### src/rtl/ttrng_vn_packer.sv
`default_nettype none
// ============================================================================
// Module   : ttrng_vn_packer
// Purpose  : Entropy conditioning: sync, repetition-count health test, von
//            Neumann debias, byte packing onto a valid/ready output.
// Revision : 1.0 - initial release
// ============================================================================
module ttrng_vn_packer #(
    parameter int REP_LIMIT  = 32,
    parameter int SYNC_DEPTH = 2
) (
    input  logic       clk,
    input  logic       rst_n,
    input  logic       ena,
    input  logic       raw_bit,
    input  logic       clr_fail,
    output logic [7:0] out_data,
    output logic       out_valid,
    input  logic       out_ready,
    output logic       health_fail,
    output logic       overflow
);

    localparam int                 c_REP_W   = $clog2(REP_LIMIT + 1);
    localparam logic [c_REP_W-1:0] c_REP_MAX = c_REP_W'(REP_LIMIT);
    localparam logic [c_REP_W-1:0] c_REP_ONE = c_REP_W'(1);

    typedef enum logic [0:0] {
        ST_FIRST  = 1'b0,
        ST_SECOND = 1'b1
    } pair_state_t;

    logic [SYNC_DEPTH-1:0] r_sync;
    logic                  r_prev;
    logic [c_REP_W-1:0]    r_rep_cnt;
    logic                  r_health_fail;
    logic                  r_overflow;
    pair_state_t           r_state;
    pair_state_t           w_state_next;
    logic                  r_a;
    logic [7:0]            r_shift;
    logic [2:0]            r_cnt;
    logic [7:0]            r_out_data;
    logic                  r_out_valid;

    logic                  w_s;
    logic [c_REP_W-1:0]    w_rep_next;
    logic                  w_trip;
    logic                  w_emit_en;
    logic                  w_bit_vld;
    logic                  w_byte_done;
    logic                  w_free;
    logic                  w_load;
    logic                  w_drop;
    logic [7:0]            w_shift_next;

    assign w_s = r_sync[SYNC_DEPTH-1];

    // Synchroniser runs every cycle, independent of ena
    always_ff @(posedge clk) begin
        if (!rst_n) begin
            r_sync <= '0;
        end else begin
            r_sync <= {r_sync[SYNC_DEPTH-2:0], raw_bit};
        end
    end

    assign w_rep_next = (w_s == r_prev && r_rep_cnt != '0)
                      ? ((r_rep_cnt == c_REP_MAX) ? c_REP_MAX : r_rep_cnt + c_REP_ONE)
                      : c_REP_ONE;
    assign w_trip     = ena && (w_rep_next == c_REP_MAX);

    always_ff @(posedge clk) begin
        if (!rst_n) begin
            r_prev    <= 1'b0;
            r_rep_cnt <= '0;
        end else begin
            if (ena) begin
                r_prev <= w_s;
            end
            if (clr_fail) begin
                r_rep_cnt <= '0;
            end else if (ena) begin
                r_rep_cnt <= w_rep_next;
            end
        end
    end

    // A trip on the same edge as clr_fail keeps the failure flagged
    always_ff @(posedge clk) begin
        if (!rst_n) begin
            r_health_fail <= 1'b0;
        end else if (w_trip) begin
            r_health_fail <= 1'b1;
        end else if (clr_fail) begin
            r_health_fail <= 1'b0;
        end
    end

    assign w_emit_en = ena && !r_health_fail && !clr_fail && !w_trip;

    always_ff @(posedge clk) begin
        if (!rst_n) begin
            r_state <= ST_FIRST;
            r_a     <= 1'b0;
        end else begin
            r_state <= w_state_next;
            if (w_emit_en && r_state == ST_FIRST) begin
                r_a <= w_s;
            end
        end
    end

    always_comb begin
        w_state_next = r_state;
        if (clr_fail || w_trip) begin
            w_state_next = ST_FIRST;
        end else if (w_emit_en) begin
            case (r_state)
                ST_FIRST:  w_state_next = ST_SECOND;
                ST_SECOND: w_state_next = ST_FIRST;
                default:   w_state_next = ST_FIRST;
            endcase
        end
    end

    assign w_bit_vld    = w_emit_en && (r_state == ST_SECOND) && (r_a != w_s);
    assign w_shift_next = {r_shift[6:0], r_a};
    assign w_byte_done  = w_bit_vld && (r_cnt == 3'd7);
    assign w_free       = !r_out_valid || out_ready;
    assign w_load       = w_byte_done && w_free;
    assign w_drop       = w_byte_done && !w_free;

    always_ff @(posedge clk) begin
        if (!rst_n) begin
            r_shift <= 8'h00;
            r_cnt   <= 3'd0;
        end else if (w_trip) begin
            r_shift <= 8'h00;
            r_cnt   <= 3'd0;
        end else if (w_bit_vld) begin
            r_shift <= w_shift_next;
            r_cnt   <= r_cnt + 3'd1;
        end
    end

    // Holding register: a trip discards any undelivered byte
    always_ff @(posedge clk) begin
        if (!rst_n) begin
            r_out_data  <= 8'h00;
            r_out_valid <= 1'b0;
        end else if (w_trip) begin
            r_out_valid <= 1'b0;
        end else if (w_load) begin
            r_out_data  <= w_shift_next;
            r_out_valid <= 1'b1;
        end else if (r_out_valid && out_ready) begin
            r_out_valid <= 1'b0;
        end
    end

    always_ff @(posedge clk) begin
        if (!rst_n) begin
            r_overflow <= 1'b0;
        end else if (clr_fail) begin
            r_overflow <= 1'b0;
        end else if (w_drop) begin
            r_overflow <= 1'b1;
        end
    end

    assign out_data    = r_out_data;
    assign out_valid   = r_out_valid;
    assign health_fail = r_health_fail;
    assign overflow    = r_overflow;

endmodule
`default_nettype wire
### config.mk
export PLATFORM = sky130hd
export DESIGN_NAME = ttrng_vn_packer
export DESIGN_NICKNAME = d
export VERILOG_FILES = /design/src/rtl/ttrng_vn_packer.sv
export SDC_FILE = /design/constraint.sdc
export NUM_CORES = 1
export LEC_CHECK = 0
export ABC_AREA = 1
export CORE_ASPECT_RATIO = 0.75
export CORE_MARGIN = 10
export CORE_UTILIZATION = 35
export DETAILED_ROUTE_END_ITERATION = 8
export GPL_TIMING_DRIVEN = 0
export PLACE_DENSITY = 0.62
export SLEW_MARGIN = 20
export SYNTH_ARGS = -nofsm -noshare
export SYNTH_HDL_FRONTEND = slang
export SYNTH_SLANG_ARGS = --single-unit
### constraint.sdc
create_clock -name clk -period 2.5 [get_ports clk]
set_clock_uncertainty 0.15 [all_clocks]
set_input_delay 0.5 -clock clk [delete_from_list [all_inputs] [get_ports clk]]
set_output_delay 0.5 -clock clk [all_outputs]
set_load 0.01 [all_outputs]
### After elaboration in Yosys (flattened, before gate mapping)

Cells that the tools add are included.

| storage, ports and cells | value |
|---|---|
| flip-flop bits (word level) | 32 |
| output and inout bits | 11 |
| word-level logic and storage cells | 54 |

| operators by class | value |
|---|---|
| add/sub/neg operators | 2 |
| eq/ne operators | 5 |
| multiplexer cells | 7 |
| bitwise gates (word level) | 3 |
| reduce and logical (&&, ||, !) cells | 26 |

Operators by type and width:

| kind | count |
|---|---|
| 6-bit == test (second input constant) | 2 |
| 1-bit logical AND | 12 |
| 6-bit two-way mux | 2 |
| 6-bit by 1-bit adder with 6-bit output (second input constant) | 1 |
| 6-bit nonzero test | 1 |
| 2-bit OR reduction | 3 |
| 1-bit logical NOT | 5 |
| 1-bit two-way mux | 4 |
| 2-bit nonzero test | 2 |
| 3-bit by 1-bit adder with 3-bit output (second input constant) | 1 |
| 3-bit == test (second input constant) | 1 |
| 1-bit inverter | 3 |
| 1-bit logical OR | 2 |
| 1-bit case mux with 2 select lines | 1 |
| 2-bit AND reduction | 1 |
| 1-bit == test | 1 |
| 1-bit inequality test | 1 |

### Logic depth before layout (Yosys ltp)

| depth | value |
|---|---|
| word-level depth | 12 |
| gate-level depth with buffers | 13 |

### Worst setup path after synthesis

Ideal clock, no wire load.

| timing path | value |
|---|---|
| path type | reg2reg |
| start | reg r_rep_cnt[0] |
| end | reg r_out_data[0] (netlist: out_data[0]) |
| arrival time | 1.587 ns |
| slack | 0.650 ns |
| stages on the path, launching flop included | 13 |
| path buffers | 0 |
| clock period less this slack | 1.850 ns |
| cells stage by stage | dfxtp_1 -> inv_1 -> ha_1 -> nand3_2 -> nand2_4 -> nor2_1 -> nor2_1 -> nand3_4 -> nand3_4 -> nor2_4 -> nand3_1 -> nand2_1 -> nor2_1 |

| on the way | value |
|---|---|
| cells in the longest elaborated chain, start to end | 12 |
| elaborated cells between the ends (all ways) | 16 |

Ends and longest elaborated chain:

| item | RTL line | RTL |
|---|---|---|
| start, declared | 35 | `logic [c_REP_W-1:0] r_rep_cnt;` |
| start signal, assigned | 84 | `r_rep_cnt <= w_rep_next;` |
| 6-bit by 1-bit adder with 6-bit output, or another cell as far along | 69 | `? ((r_rep_cnt == c_REP_MAX) ? c_REP_MAX : r_rep_cnt + c_REP_ONE)` |
| 6-bit two-way mux / 1-bit logical AND (equally long branches) | 69, 68 |  |
| 6-bit two-way mux * | 69 |  |
| 6-bit == test * | 71 | `assign w_trip = ena && (w_rep_next == c_REP_MAX);` |
| 1-bit logical AND * | 71 |  |
| 1-bit logical NOT | 100 | `assign w_emit_en = ena && !r_health_fail && !clr_fail && !w_trip;` |
| 1-bit logical AND | 100 |  |
| 1-bit logical AND (2 in series) | 127 | `assign w_bit_vld = w_emit_en && (r_state == ST_SECOND) && (r_a != w_s);` |
| 1-bit logical AND | 129 | `assign w_byte_done = w_bit_vld && (r_cnt == 3'd7);` |
| 1-bit logical AND | 131 | `assign w_load = w_byte_done && w_free;` |
| 2-bit AND reduction (no line) * | - |  |
| end signal, assigned | 155 | `r_out_data <= w_shift_next;` |
| end, declared | 43 | `logic [7:0] r_out_data;` |

Mark *: on every way between the ends. The rest lies on a longest branch, timed or not.
A chain may end at the register's enable or synchronous reset.

### Worst setup path after layout

| timing path | value |
|---|---|
| start | reg r_rep_cnt[0] |
| end | reg r_out_data[4] (netlist: out_data[4]) |

The elaborated chain is that of the path after synthesis.

==> impl_summary.md <==
Logic synthesis
The simple logic cell fraction of the synthesized area is 31.6%. A synthesized cell averages 7.69 sq um. The number of storage elements in the synthesis netlist is 32. The xor/xnor cell area share of the yosys netlist is 1.79%. The number of unique standard cell types used by synthesis is 26.

The post-synthesis sequential area ratio is 43.6%. After synthesis, the largest family of logic cells by area is simple AND/OR/NAND/NOR gates. The post-synthesis cell area is 1470 sq um.

Ranked by total cell area, the synthesized netlist is headed by dfxtp_1 44%, nor2_1 7.9%, nand2_1 7.4%. Multiplexer cells account for 0% of the synthesized area. The library cell occupying the most area in the post-synthesis netlist is dfxtp_1. The synthesized netlist net count is 201.

Synthesis produced a netlist whose cell count is 191. The share of synthesized area in the top cell type comes to 43.6%. The Yosys step of the flow raised 0 warnings. The synthesized-area fraction occupied by ao, oa, aoi and oai cells is 11.7%. The adder-cell share of the synthesized area is 3.41%.

Clocking
In this run the post-CTS setup repair buffer count came out at 0. The insertion delay to the later sink of the worst-skew pair is 280 ps. The clock tree synthesis step divided the H-tree into 2 levels. The clock transition time at the flip-flop clock pins of the worst setup and hold paths is 70 ps.

In this run the deepest clock path goes through 2 buffers. The number of hold buffers added after CTS was 0. TritonCTS created 5 clock buffers.

Gates resized during post-CTS repair numbered 0. Clock tree synthesis found a total of 32 sinks. The CTS root buffer is clkbuf_8. The CTS tree is done.

Worst hold path
The startpoint identified for the worst hold timing path is r_sync[0]. The worst hold path was traced through 2 stages. The capture endpoint of the worst hold path is r_sync[1]. The worst hold path belongs to the class register to register.

Timing
The clock period minus final worst setup slack is 2130 ps. Setup violations remaining at the end of the flow were counted as 0. Timing would allow up to 0.470 GHz. The final hold violation count is 0. The worst setup slack after layout is 370 ps.

The actual slew at the worst max-slew pin is 432 ps. The final max-slew violation count is 0. After routing, the total negative slack on setup checks comes to 0 ps. After layout, the worst path uses 85.2% of the clock period. In this run the tightest slew margin relative to its limit is 71.2%. Setup repair after global routing left no endpoint under its margin.

Power
Of the total power, the clock network draws 45.5%. The combinational power share is 5.8%. The worst ir drop on vdd is 245 uV.

Net switching is 22.0% of the power. The internal power of the cells totals 833 uW. Power spread over the standard cell area amounts to 590 nW/um^2. The switching power total is 235 uW. Sequential cells burn 48.7% of the power. The static leakage is 0.000690 uW.

Critical path
The reg-to-reg setup timing slack is 370 ps. The critical path class is register to register. The critical path starts at r_rep_cnt[0]. The kind of end point of the critical path is a register.

The endpoint arrival time on the critical path is 2200 ps. The cell repeated most along the worst path is nor2_1. STA puts the critical path data required time at 2570 ps. In this run the critical register-to-register path is launched from r_rep_cnt[0]. The delay contributed by the slowest stage of the critical path is 400 ps. The worst setup path is launched from a register. The slowest stage of the critical path belongs to the cell dfxtp_1. Measured in cells, the most critical reg-to-reg path has a length of 11. Along the worst path, the maximum fanout reaches 10. The critical path goes through inv_1 > ha_1 > nand3_2 > nand2_4 > nor2_1 > nor2_1 > nand3_4 > nand3_4 > nor3_4 > nor2_1 > nor2_1. The reg-to-reg endpoint is out_data[4].

Route
After detailed routing, the number of remaining DRC violations is 0. The via count is 1237. Once detail routing completed, the nets flagged for antenna violations numbered 0. After detailed routing, the average wire length per cell comes to 10.4 um. The iteration-0 DRC count of the detailed router is 48. For this block, the routed nets add up to 2.81 mm of wire.

The first-pass detailed-route iteration total is 5. The via-per-instance ratio is 4.58.

Placed design
The routability-driven placement congestion ratio is 0.781. Timing analysis after detailed placement gives a worst setup slack of 77.3 ps. The half-perimeter wire length of the detailed placement result is 2.15 mm. Input and output buffers added on the ports amount to 16.

Cells and area
In the layout the commonest cells are 32 x dfxtp_1, 31 x nor2_1, 29 x nand2_1. The share of layout cells above drive strength 1 is 12.6%. The final layout contains 224 nets.

The library cell used most frequently in the layout, excluding fill and tap cells, is dfxtp_1. From synthesis to final layout, the design area changed by 23.2%. The number of diodes added for antenna fixing is 0.

Die
The core region is 4050 sq um. The number of placed I/O pins is 17. The count of standard-cell rows is 20.

The starting density of the core is 36.2%. The floorplan step set the die height to 76.1 um. The die is 94.8 um wide. The floorplan step defined a die boundary enclosing 7220 sq um.

Flow run
The number of maximum-capacitance violations is 0.

Global routing
Global routing used 8.30% of the available tracks across all layers. Global routing finished with a remaining overflow of 0. The via count of the first global-routing pass is 1137. Entering global routing, the biggest net connects 12 pins. The first global-routing pass estimated 4.94 mm of wire. The initial antenna violation count is 0.

Status
The run finished with clean final reports.
## worst max-delay path by stage
stage / endpoint / slack [ps] / cells after the start
floorplan: out_data[0] / 650 / 12
global placement: out_data[1] / 110 / 8
global route: out_data[6] / 130 / 12
detailed placement: out_data[4] / 80 / 7
CTS: out_data[7] / 320 / 11
finish: out_data[4] / 370 / 11
## power groups by stage
| stage | Clock, uW | Sequential, uW | Combinational, uW |
|---|---|---|---|
| after floorplan | 0 | 531 | 43.0 |
| after global placement | 0 | 532 | 61.5 |
| after detailed placement | 0 | 532 | 61.9 |
| after CTS | 500 | 521 | 62.2 |
| after global routing | 521 | 521 | 70.7 |
| final | 486 | 521 | 61.6 |
## metrics by stage
stage	area (sq um)	hold slack, ps	util (%)	total power (uW)	instances
after floorplan	1470	240	-	574	191
after global placement	1700	242	41.9	594	262
after detailed placement	1700	249	41.9	594	262
after CTS	1810	266	44.6	1080	270
after global routing	1810	288	44.6	1110	270
final	1810	263	44.6	1070	270
## worst max-delay path: cells and delay by family (launching register included)
kind,cells,cell delay [ps]
flip-flops,1,400
adder cells (fa/ha/maj),1,240
buffers and inverters,1,80
AND/OR/NAND/NOR,9,1200
## flip-flops by register name, summed over array words and instances, names as in the netlist
signal	count
health_fail	1
out_data	8
out_valid	1
overflow	1
r_a	1
r_cnt	3
r_prev	1
r_rep_cnt	6
r_shift	7
r_state	1
r_sync	2
## cells in the mapped netlist, drive strengths merged
cell type and n:
a211oi 3, a21oi 16, a31oi 1, buf 1, clkbuf 1, dfxtp 32
ha 4, inv 27, nand2 31, nand3 19, nand4 1, nor2 37
nor3 2, o21a 1, o21ai 11, or2 1, xor2 3
## metal layers
layer  track usage [%]  share of wire (%)  routed length (um)
met1              10.1                 48                1360
met2              12.1                 44                1240
met3              3.35                6.4                 179
met4              4.33                1.5                  43
met5                 0                  0                   0
## area by class of cell
| cell class | instances | area [sq um] |
|---|---|---|
| Buffer | 2 | 15.0 |
| Clock buffer | 5 | 68.8 |
| Clock inverter | 3 | 42.5 |
| Fill cell | 420 | 2240 |
| Inverter | 27 | 101 |
| Multi-Input combinational cell | 130 | 712 |
| Sequential cell | 32 | 641 |
| Tap cell | 55 | 68.8 |
| Timing Repair Buffer | 16 | 160 |
## kinds of logic (layout without fill, tap and decap cells)
kind of cell | Yosys count | in the layout
AOI/OAI and AO/OA | 32 | 32
xor gates and xnor gates | 3 | 3
adders and majority gates | 4 | 4
buffers and inverters | 29 | 53
DFF | 32 | 32
and+or+nand+nor | 91 | 91
No activity file was read; power rests on OpenSTA's default activity.
